<file path="src/rtl/lut_pkg.sv">
// Shared types and constants for the dimming-table loader.
package lut_pkg;

  localparam int         LUT_ADDR_BITS  = 9;
  localparam int         LUT_DATA_WIDTH = 8;
  localparam int         LUT_DEPTH      = 512;
  localparam int         LUT_MAX_CNT    = 512;
  localparam logic [7:0] LUT_HDR_O      = 8'hA5;
  localparam logic [7:0] LUT_HDR_A      = 8'h5A;

  typedef enum logic [2:0] {
    ST_IDLE,
    ST_ADDR_H,
    ST_ADDR_L,
    ST_CNT_H,
    ST_CNT_L,
    ST_DATA,
    ST_CSUM
  } lut_state_e;

endpackage

</file>
<file path="src/rtl/lut_csum.sv">
// Running 8-bit packet checksum; zero reports whether sum plus the current byte wraps to 0.
module lut_csum #(
  parameter int W = 8
) (
  input  logic         clock,
  input  logic         reset,
  input  logic         clr,
  input  logic         acc,
  input  logic [W-1:0] din,
  output logic         zero
);

  logic [W-1:0] sum;
  logic [W-1:0] sum_nxt;

  assign sum_nxt = sum + din;
  assign zero    = (sum_nxt == '0);

  // clr with acc seeds the sum with the header byte
  always_ff @(posedge clock or posedge reset) begin
    if (reset)    sum <= '0;
    else if (clr) sum <= acc ? din : '0;
    else if (acc) sum <= sum_nxt;
  end

endmodule

</file>
<file path="src/rtl/lut_loader.sv">
// Framed byte-stream parser that drives the write ports of the O/A dimming tables.
module lut_loader
  import lut_pkg::*;
#(
  parameter int         ADDR_BITS  = LUT_ADDR_BITS,
  parameter int         DATA_WIDTH = LUT_DATA_WIDTH,
  parameter int         TIMEOUT    = 1023,
  parameter logic [7:0] HDR_O      = LUT_HDR_O,
  parameter logic [7:0] HDR_A      = LUT_HDR_A
) (
  input  logic                  clock,
  input  logic                  reset,
  input  logic                  in_valid,
  input  logic [DATA_WIDTH-1:0] in_data,
  output logic                  in_ready,
  output logic [ADDR_BITS-1:0]  W_addr,
  output logic [DATA_WIDTH-1:0] I_dataO,
  output logic [DATA_WIDTH-1:0] I_dataA,
  output logic                  WEO,
  output logic                  WEA,
  output logic                  busy,
  output logic                  done,
  output logic                  err
);

  localparam int TW = $clog2(TIMEOUT + 1);
  localparam int CW = ADDR_BITS + 1;

  lut_state_e           state, state_nxt;
  logic                 acc, tmo;
  logic [TW-1:0]        tcnt;
  logic [ADDR_BITS-1:0] addr;
  logic [CW-1:0]        rem;
  logic [7:0]           cnt_h;
  logic [15:0]          cnt_full;
  logic                 cnt_bad, addr_bad;
  logic                 tgt_a;
  logic                 csum_zero;
  logic                 wr, fin, fin_err;

  assign in_ready = ~reset;
  assign acc      = in_valid & in_ready;
  assign cnt_full = {cnt_h, in_data};
  assign cnt_bad  = cnt_full > 16'(LUT_MAX_CNT);
  assign addr_bad = |in_data[DATA_WIDTH-1:ADDR_BITS-8];
  assign tmo      = (state != ST_IDLE) && !acc && (tcnt == TW'(TIMEOUT - 1));

  lut_csum #(.W(DATA_WIDTH)) u_csum (
    .clock (clock),
    .reset (reset),
    .clr   (state == ST_IDLE),
    .acc   (acc),
    .din   (in_data),
    .zero  (csum_zero)
  );

  always_ff @(posedge clock or posedge reset) begin
    if (reset) state <= ST_IDLE;
    else       state <= state_nxt;
  end

  always_comb begin
    state_nxt = state;
    if (tmo) state_nxt = ST_IDLE;
    else if (acc) begin
      unique case (state)
        ST_IDLE:   if (in_data == HDR_O || in_data == HDR_A) state_nxt = ST_ADDR_H;
        ST_ADDR_H: state_nxt = addr_bad ? ST_IDLE : ST_ADDR_L;
        ST_ADDR_L: state_nxt = ST_CNT_H;
        ST_CNT_H:  state_nxt = ST_CNT_L;
        ST_CNT_L:  begin
          if (cnt_bad)              state_nxt = ST_IDLE;
          else if (cnt_full == '0)  state_nxt = ST_CSUM;
          else                      state_nxt = ST_DATA;
        end
        ST_DATA:   if (rem == CW'(1)) state_nxt = ST_CSUM;
        ST_CSUM:   state_nxt = ST_IDLE;
        default:   state_nxt = ST_IDLE;
      endcase
    end
  end

  always_comb begin
    wr      = 1'b0;
    fin     = 1'b0;
    fin_err = 1'b0;
    busy    = (state != ST_IDLE);
    if (tmo) begin
      fin     = 1'b1;
      fin_err = 1'b1;
    end else if (acc) begin
      unique case (state)
        ST_ADDR_H: if (addr_bad) begin fin = 1'b1; fin_err = 1'b1; end
        ST_CNT_L:  if (cnt_bad)  begin fin = 1'b1; fin_err = 1'b1; end
        ST_DATA:   wr = 1'b1;
        ST_CSUM:   begin fin = 1'b1; fin_err = ~csum_zero; end
        default:   ;
      endcase
    end
  end

  // Write port and status are registered so the store sees them one cycle after acceptance
  always_ff @(posedge clock or posedge reset) begin
    if (reset) begin
      tcnt    <= '0;
      addr    <= '0;
      rem     <= '0;
      cnt_h   <= '0;
      tgt_a   <= 1'b0;
      W_addr  <= '0;
      I_dataO <= '0;
      WEO     <= 1'b0;
      WEA     <= 1'b0;
      done    <= 1'b0;
      err     <= 1'b0;
    end else begin
      tcnt <= (state == ST_IDLE || acc) ? '0 : tcnt + 1'b1;
      if (acc) begin
        unique case (state)
          ST_IDLE:   tgt_a <= (in_data == HDR_A);
          ST_ADDR_H: addr[ADDR_BITS-1:8] <= in_data[ADDR_BITS-9:0];
          ST_ADDR_L: addr[7:0] <= in_data;
          ST_CNT_H:  cnt_h <= in_data;
          ST_CNT_L:  rem <= cnt_full[CW-1:0];
          ST_DATA:   begin
            addr <= addr + 1'b1;
            rem  <= rem - 1'b1;
          end
          default:   ;
        endcase
      end
      if (wr) begin
        W_addr  <= addr;
        I_dataO <= in_data;
      end
      WEO  <= wr & ~tgt_a;
      WEA  <= wr & tgt_a;
      done <= fin;
      if (fin) err <= fin_err;
    end
  end

  assign I_dataA = I_dataO;

endmodule

</file>
<file path="config.mk">
export PLATFORM = sky130hd
export DESIGN_NAME = lut_loader
export DESIGN_NICKNAME = d
export VERILOG_FILES = /design/src/rtl/lut_pkg.sv /design/src/rtl/lut_csum.sv /design/src/rtl/lut_loader.sv
export SDC_FILE = /design/constraint.sdc
export NUM_CORES = 1
export LEC_CHECK = 0
export ABC_CLOCK_PERIOD_IN_PS = 3000
export CAP_MARGIN = 10
export CELL_PAD_IN_SITES_DETAIL_PLACEMENT = 0
export CELL_PAD_IN_SITES_GLOBAL_PLACEMENT = 1
export CORE_UTILIZATION = 40
export CTS_CLUSTER_SIZE = 30
export DETAILED_ROUTE_END_ITERATION = 8
export PLACE_DENSITY_LB_ADDON = 0.1
export SYNTH_ARGS = -nofsm -noshare
export SYNTH_HDL_FRONTEND = slang
export SYNTH_SLANG_ARGS = --single-unit
export TNS_END_PERCENT = 100
</file>
<file path="constraint.sdc">
create_clock -name clock -period 3 [get_ports clock]
set_input_delay 0.6 -clock clock [delete_from_list [all_inputs] [get_ports clock]]
set_output_delay 0.6 -clock clock [all_outputs]
set_load 0.02 [all_outputs]
</file>
Yosys cells after proc, flatten, opt, wreduce, memory -nomap -nowiden
Cells that the tools add are included.

Register bits: 70. Logic and storage cells: 84.

$add $sub $neg: 4. $lt $le $gt $ge: 1. Equal/unequal tests: 12. Muxes and demuxes: 26. Bitwise logic cells: 6. Reductions and logical operators: 21.

Operators with widths (count): $mux W8 (3); $pmux W10 S2 (1); $pmux W3 S6 (1); $gt A16 B10 Y1 const B (1); $logic_not A16 Y1 (1); $pmux W8 S2 (1); $mux W3 (5); $add A10 B1 Y10 const B (1); $eq A10 B1 Y1 const B (1); $eq A10 B10 Y1 const B (1); $mux W10 (1); $reduce_and A2 Y1 (5); $reduce_bool A2 Y1 (5); $sub A10 B1 Y10 const B (1); $add A9 B1 Y9 const B (1); $eq A3 B3 Y1 const B (3); $mux W1 (9); $add A8 B8 Y8 (1); $eq A8 B7 Y1 const B (1); $eq A8 B8 Y1 const B (1); $logic_not A8 Y1 (1); $reduce_or A7 Y1 (1); $eq A3 B2 Y1 const B (2); $ne A3 B3 Y1 const B (2); other kinds (12) (20).

Logic depth before layout (Yosys ltp)
Gate-level depths: netlist of the first run.

Depth after elaboration: 7. Mapped depth: 9. Gate-level depth less buffers: 8.

Cells and area by module
A second synthesis of the first run with hierarchy kept.

Cell total of the unflattened synthesis: 386. Area, all modules: 3777.4 um^2.

By module, submodules not included: lut_loader (times used 1, cells each 312, area an instance 3104.2 um^2, seq. area each 1551.5 um^2); lut_csum (times used 1, cells each 74, area an instance 673.1 um^2, seq. area each 200.2 um^2).

Worst setup path before layout of the first run
Ideal clock, no wire load.

Kind: in2out. From: input port reset. To: output port in_ready. Arrival time: 2.159 ns. Data required time: 2.400 ns. Slack: 0.241 ns. Stages on the path: 1. Buffers on the path: 0. Cells stage by stage: inv_1.

Cells in the longest elaborated chain, start to end: 1.

RTL lines: from (decl) (line lut_loader.sv:12) `input logic reset,`; $not A1 Y1 (line lut_loader.sv:41) `assign in_ready = ~reset;`; to (decl) (line lut_loader.sv:15) `output logic in_ready,`.

No other way between the ends.

Final worst setup path of the first run
From: input port in_data[0]. To: register err.

Cells in the longest elaborated chain, start to end: 6. Elaborated cells between the ends (all ways): 11. Those cells by class: add/sub: 1; order compare: 1; mux: 7; bitwise: 1; reduce/logical: 1.

RTL lines: from (decl) (line lut_loader.sv:14) `input logic [DATA_WIDTH-1:0] in_data,`; $add A8 B8 Y8 (line lut_csum.sv:16) `assign sum_nxt = sum + din;`; $logic_not A8 Y1 (line lut_csum.sv:17) `assign zero = (sum_nxt == '0);`; $not A1 Y1 (line lut_loader.sv:96) `ST_CSUM: begin fin = 1'b1; fin_err = ~csum_zero; end`; $pmux W1 S3 (line lut_loader.sv:92) `unique case (state)`; $mux W1 (line lut_loader.sv:91) `end else if (acc) begin`; $mux W1 (line lut_loader.sv:88) `if (tmo) begin`; to (signal assigned) (line lut_loader.sv:139) `if (fin) err <= fin_err;`; to (decl) (line lut_loader.sv:23) `output logic err`.

Several ways; a longest one is shown, not always the timed one. A chain may end at the register's enable or synchronous reset.

==> out/results.tsv, run 1 <==
metric	value	unit
outcome	complete, no violations	
fillCellCount	850	
syn-num-nets	404	
ys_ff_latch	70	
place.gp.congestion	0.8175	
period_needed	2.670	ns
cts_max_level	3	
power	4.507	mW
wl	9473	um
worstPathArrival	2.90	ns
hp-start	tgt_a	
cts_sinks	70	
cts_made_buffers	9	
holdCritPathClass	reg2reg	
initial_core_util	42.08	%
syn_area	3724	um^2
via_per_inst	5.599	
worstSetupStartpointType	input port	
ir_worst_vdd	0.5112	mV
grt_overflow	0	
p_leak	1.981	nW
vias	3040	
p_per_area	991.5	nW/um^2
first_iter_violations	179	
num_rows	34	
endpoint_kind	flip-flop	
relSlewSlack	39.98	%
wl_per_cell	17.45	um
die_w	98.48	um
ctsHoldBuffers	0	
grt_pass1_wl	15920	um
fin_skew	0.01122	ns
synth_seq_area_share	47.04	%
power_frac_comb	42.7	%
power_frac_seq	36.5	%
critPathKind	in2reg	
internal_power	2.770	mW
finalHoldViolations	0	
track_usage	21.29	%
drv_cap	0	
p_sw_share	38.55	%
core	8848	um^2
synth.largest_area_cell	dfrtp_1	
yosysWarnings	0	
p_clk_share	20.8	%
finalSetupViolations	0	
path_clk_slew	0.09	ns
async_flop_share	100.0	%
synth_top_area_share	47.04	%
ant_nets	0	
clock_path_buffers	2	
setup_tns	0	ns
root_buffer	clkbuf_8	
reg2reg_from	rem[4]	
cts_tree	yes	
syn_inst	380	
die_h	98.48	um
synth_flop_cell	dfrtp_1	
cts-resized-gates	0	
path_max_fanout	2	
drcViolationCount	0	
dieArea	9698	um^2
dp_cells	527	
antenna_found_initial	0	
fmax	374.6	MHz
syn2layout_area_growth	22.08	%
synth_area_per_cell	9.799	um^2
nets	454	
yosys.cell_types.count	46	
ioPinCount	42	
holdPathStages	1	
r2r-end	state[2]	
fin_crit_sh	88.99	%
grt_pass1_vias	3049	
place_hpwl	6581	um
worst_pin_slew	0.9003	ns
r2r_cells	6	
switching_power	1.737	mW
final_util	51.37	%
insertion_delay	0.34	ns
firstDrtPassIters	6	
io_buffers	41	
rsz0062_at_grt	false	
min_to	WEO	
rrSetupSlack	0.56	ns
required	3.23	ns
diodes	0	
synth-edff-count	0	
synth.area.top_cells	dfrtp_1 (47%), mux2_2 (7.9%), o21ai_0 (5.2%)	
drive_gt1_share	14.71	%
final-max-slew-violation-count	0	
fin_cells	543	
grt_max_degree	71	
cts_setup_buffers	0	
-- cell usage in the layout (no fill, tap or decap), drive strengths merged, types with 7 or more instances in the layout --
cell type / instances
nand3: 12
mux2i: 8
nor2: 43
xor2: 7
inv: 11
clkdlybuf4s50: 41
buf: 21
a21oi: 20
nand2: 23
ha: 12
dfrtp: 70
nor3: 15
mux2: 26
xnor2: 7
o21ai: 39
clkbuf: 11
a31oi: 9
-- layout make-up --
class                           count  area, um^2  area share, %
Timing Repair Buffer               62       568.0          12.50
Sequential cell                    70        1752          38.54
Inverter                           10       37.54         0.8258
Tap cell                          108       135.1          2.973
Multi-Input combinational cell    277        1815          39.94
Clock inverter                      5       106.4          2.340
Clock buffer                       11       131.4          2.890
-- cell usage after synthesis, types with 9 or more instances --
| cell type | count |
|---|---|
| nand2_1 | 23 |
| ha_1 | 12 |
| o21ai_0 | 39 |
| a21oi_1 | 20 |
| nand3_1 | 12 |
| nor2_1 | 43 |
| dfrtp_1 | 70 |
| a31oi_1 | 9 |
| mux2_2 | 26 |
| clkbuf_1 | 13 |
| inv_1 | 10 |
| nor3_1 | 15 |
-- metrics by stage --
stage / cell area (um^2) / hold WS [ns] / worst slack (ns)
after floorplan: 3724 / 0.4201 / 0.2412
after global placement: 4308 / 0.4542 / 0.03342
after detailed placement: 4308 / 0.4609 / 0.01977
after CTS: 4546 / 0.4737 / 0.3890
after global routing: 4546 / 0.5071 / 0.2147
final: 4546 / 0.4671 / 0.3303
-- worst max-delay path, cell delays in order --
cell and delay [ns]:
clkdlybuf4s50_1 0.45, ha_1 0.25, fa_1 0.42, a211oi_1 0.33
nor2_1 0.10, xnor2_1 0.18, nand4b_1 0.12, nor4_1 0.32
a31oi_1 0.12
-- metal layers --
| metal | share of wire (%) | GRT usage, % |
|---|---|---|
| met1 | 49 | 30.14 |
| met2 | 45 | 32.99 |
| met3 | 4.6 | 4.043 |
| met4 | 1.4 | 7.003 |
| met5 | 0 | 0 |
-- cells by family after synthesis --
family	Yosys count	share of synthesized area [%]
DFF	70	47.04
muxes	34	10.01
and+or+nand+nor	122	15.69
buffers and inverters	33	4.201
AOI/OAI and AO/OA	94	15.19
xor gates and xnor gates	14	3.293
adders and majority gates	13	4.570
-- power by group through the flow --
stage	logic [mW]	registers [mW]	clock network, mW
detailed placement	1.93	1.66	0
CTS	1.93	1.65	0.962
finish	1.92	1.64	0.938
global route	2.13	1.71	1.01
global placement	1.90	1.65	0
floorplan	1.23	1.70	0
-- worst max path at each step --
stage                    start       end  depth (start not counted)
global route        in_data[0]       err                          9
detailed placement  in_data[0]       err                          9
CTS                 in_data[0]       err                          9
global placement    in_data[0]       err                          9
floorplan                reset  in_ready                          1
finish              in_data[0]       err                          9
-- state kept, by name, indices dropped and copies added (netlist names) --
name        count
WEO             1
cnt_h           8
tgt_a           1
u_csum.sum      8
rem            10
err             1
addr            9
done            1
W_addr          9
tcnt           10
WEA             1
I_dataA         8
state           3
(Power assumes the default switching activity.)
==> run 2: changes to the inputs <==
--- a/config.mk
+++ b/config.mk
@@ -12,7 +12,7 @@
 export CORE_UTILIZATION = 40
 export CTS_CLUSTER_SIZE = 30
 export DETAILED_ROUTE_END_ITERATION = 8
-export PLACE_DENSITY_LB_ADDON = 0.1
+export PLACE_DENSITY = 0.79
 export SYNTH_ARGS = -nofsm -noshare
 export SYNTH_HDL_FRONTEND = slang
 export SYNTH_SLANG_ARGS = --single-unit
==> run 2 against run 1 <==
Design area fell by 0.30%. Setup slack got worse by 0.094 ns. Count of clock-buffer cells in the layout rose by 1. Critical endpoint unchanged. Largest power group unchanged. Register-to-register slack got worse by 0.04 ns. Core utilization fell by 0.16 points. Sequential share of layout area rose by 0.12 points. Clock skew fell by 0.00094 ns.
==> out/results.tsv, run 2 (same netlist as run 1, synthesis figures left out) <==
metric	value	unit	change
outcome	complete, no violations		unchanged
reg2reg_from	rem[4]		unchanged
ir_worst_vdd	0.5431	mV	was 0.5112 mV
finalHoldViolations	0		unchanged
grt_max_degree	56		was 71
wl_per_cell	16.79	um	was 17.45 um
place_hpwl	6614	um	was 6581 um
grt_pass1_wl	15440	um	was 15920 um
dp_cells	529		was 527
syn2layout_area_growth	21.71	%	was 22.08%
drcViolationCount	0		unchanged
power	4.377	mW	was 4.507 mW
p_leak	1.975	nW	was 1.981 nW
initial_core_util	42.08	%	unchanged
final_util	51.22	%	was 51.37%
internal_power	2.650	mW	was 2.770 mW
first_iter_violations	169		was 179
fin_cells	545		was 543
place.gp.congestion	0.9330		was 0.8175
nets	456		was 454
r2r_cells	6		unchanged
layout_commonest_cell	dfrtp_1		unchanged
track_usage	20.39	%	was 21.29%
wl	9153	um	was 9473 um
p_clk_share	18.5	%	was 20.8%
whs	0.4689	ns	was 0.4671 ns
ctsHoldBuffers	0		unchanged
final-max-slew-violation-count	0		unchanged
p_sw_share	39.46	%	was 38.55%
fin_skew	0.01028	ns	was 0.01122 ns
finalSetupViolations	0		unchanged
insertion_delay	0.35	ns	was 0.34 ns
clock_path_buffers	2		unchanged
endpoint_kind	flip-flop		unchanged
grt_pass1_vias	3010		was 3049
required	3.22	ns	was 3.23 ns
crit_end	err		unchanged
die_w	98.48	um	unchanged
dieArea	9698	um^2	unchanged
hp-start	tgt_a		unchanged
num_rows	34		unchanged
cts_tree	yes		unchanged
cts_max_level	3		unchanged
worstSetupStartpointType	input port		unchanged
critPathLaunch	in_data[0]		unchanged
worst_pin_slew	0.8228	ns	was 0.9003 ns
die_h	98.48	um	unchanged
ioPinCount	42		unchanged
cts_setup_buffers	0		unchanged
p_per_area	965.9	nW/um^2	was 991.5 nW/um^2
ant_nets	0		unchanged
via_per_inst	5.488		was 5.599
io_buffers	41		unchanged
vias	2991		was 3040
drive_gt1_share	15.33	%	was 14.71%
rsz0062_at_grt	false		unchanged
fmax	361.8	MHz	was 374.6 MHz
cts-resized-gates	0		unchanged
relSlewSlack	44.64	%	was 39.98%
fin_crit_sh	92.13	%	was 88.99%
drv_cap	0		unchanged
cts_made_buffers	9		unchanged
firstDrtPassIters	6		unchanged
holdCritPathClass	reg2reg		unchanged
root_buffer	clkbuf_8		unchanged
worstPathArrival	2.99	ns	was 2.90 ns
critPathKind	in2reg		unchanged
power_frac_comb	44.0	%	was 42.7%
antenna_found_initial	0		unchanged
rrSetupSlack	0.52	ns	was 0.56 ns
grt_overflow	0		unchanged
cts_sinks	70		unchanged
path_max_fanout	5		was 2
core	8848	um^2	unchanged
reg_top3	rem x10, tcnt x10		unchanged
path_clk_slew	0.07	ns	was 0.09 ns
switching_power	1.727	mW	was 1.737 mW
most-common-layout-cells	dfrtp_1 (70), nor2_1 (43), clkdlybuf4s50_1 (41)		unchanged
r2r-end	state[2]		unchanged
diodes	0		unchanged
power_frac_seq	37.5	%	was 36.5%
period_needed	2.764	ns	was 2.670 ns
[run 2: final cells by class]
cell class,instances,area [um^2]
fill,829,4317
multi-input combinational,277,1815
sequential,70,1752
clock buffer,12,155.1
clock inverter,4,53.80
tap,108,135.1
timing repair buffer,64,583.1
inverter,10,37.54
[run 2: how the worst min path moves through the flow]
stage	endpoint	slack (ns)	depth (start not counted)
finish	WEO	0.47	1
global route	WEO	0.51	1
CTS	WEO	0.47	1
detailed placement	WEO	0.46	1
global placement	WEO	0.46	1
floorplan	WEO	0.42	1
[run 2: worst max-delay path, cell delays in order]
cell	delay (ns)
clkdlybuf4s50_1	0.51
ha_1	0.28
fa_1	0.42
a211oi_1	0.34
nor2_1	0.10
xnor2_1	0.18
nand4b_1	0.13
nor4_1	0.30
a31oi_1	0.12
[run 2: power groups by stage]
stage	clock network [mW]	logic [mW]	registers (mW)
6_report	0.809	1.93	1.64
5_1_grt	0.862	2.12	1.71
4_1_cts	0.833	1.93	1.64
3_5_place_dp	0	1.92	1.66
3_3_place_gp	0	1.88	1.65
2_1_floorplan	0	1.23	1.70
[run 2: metrics by stage]
stage                     setup TNS, ns  setup slack, ns  area (um^2)
after global placement         -0.04376         -0.04376         4323
final                                 0           0.2361         4532
after global routing                  0          0.09526         4532
after detailed placement        -0.1000          -0.1000         4323
after floorplan                       0           0.2412         3724
after CTS                             0           0.2655         4532
[run 2: layer usage]
metal	global-route usage (%)	routed length [um]	vias up
li1	-	-	1477
met1	28.97	4512	1426
met2	31.69	4170	75
met3	3.759	343	13
met4	6.544	126	0
met5	0	0	-
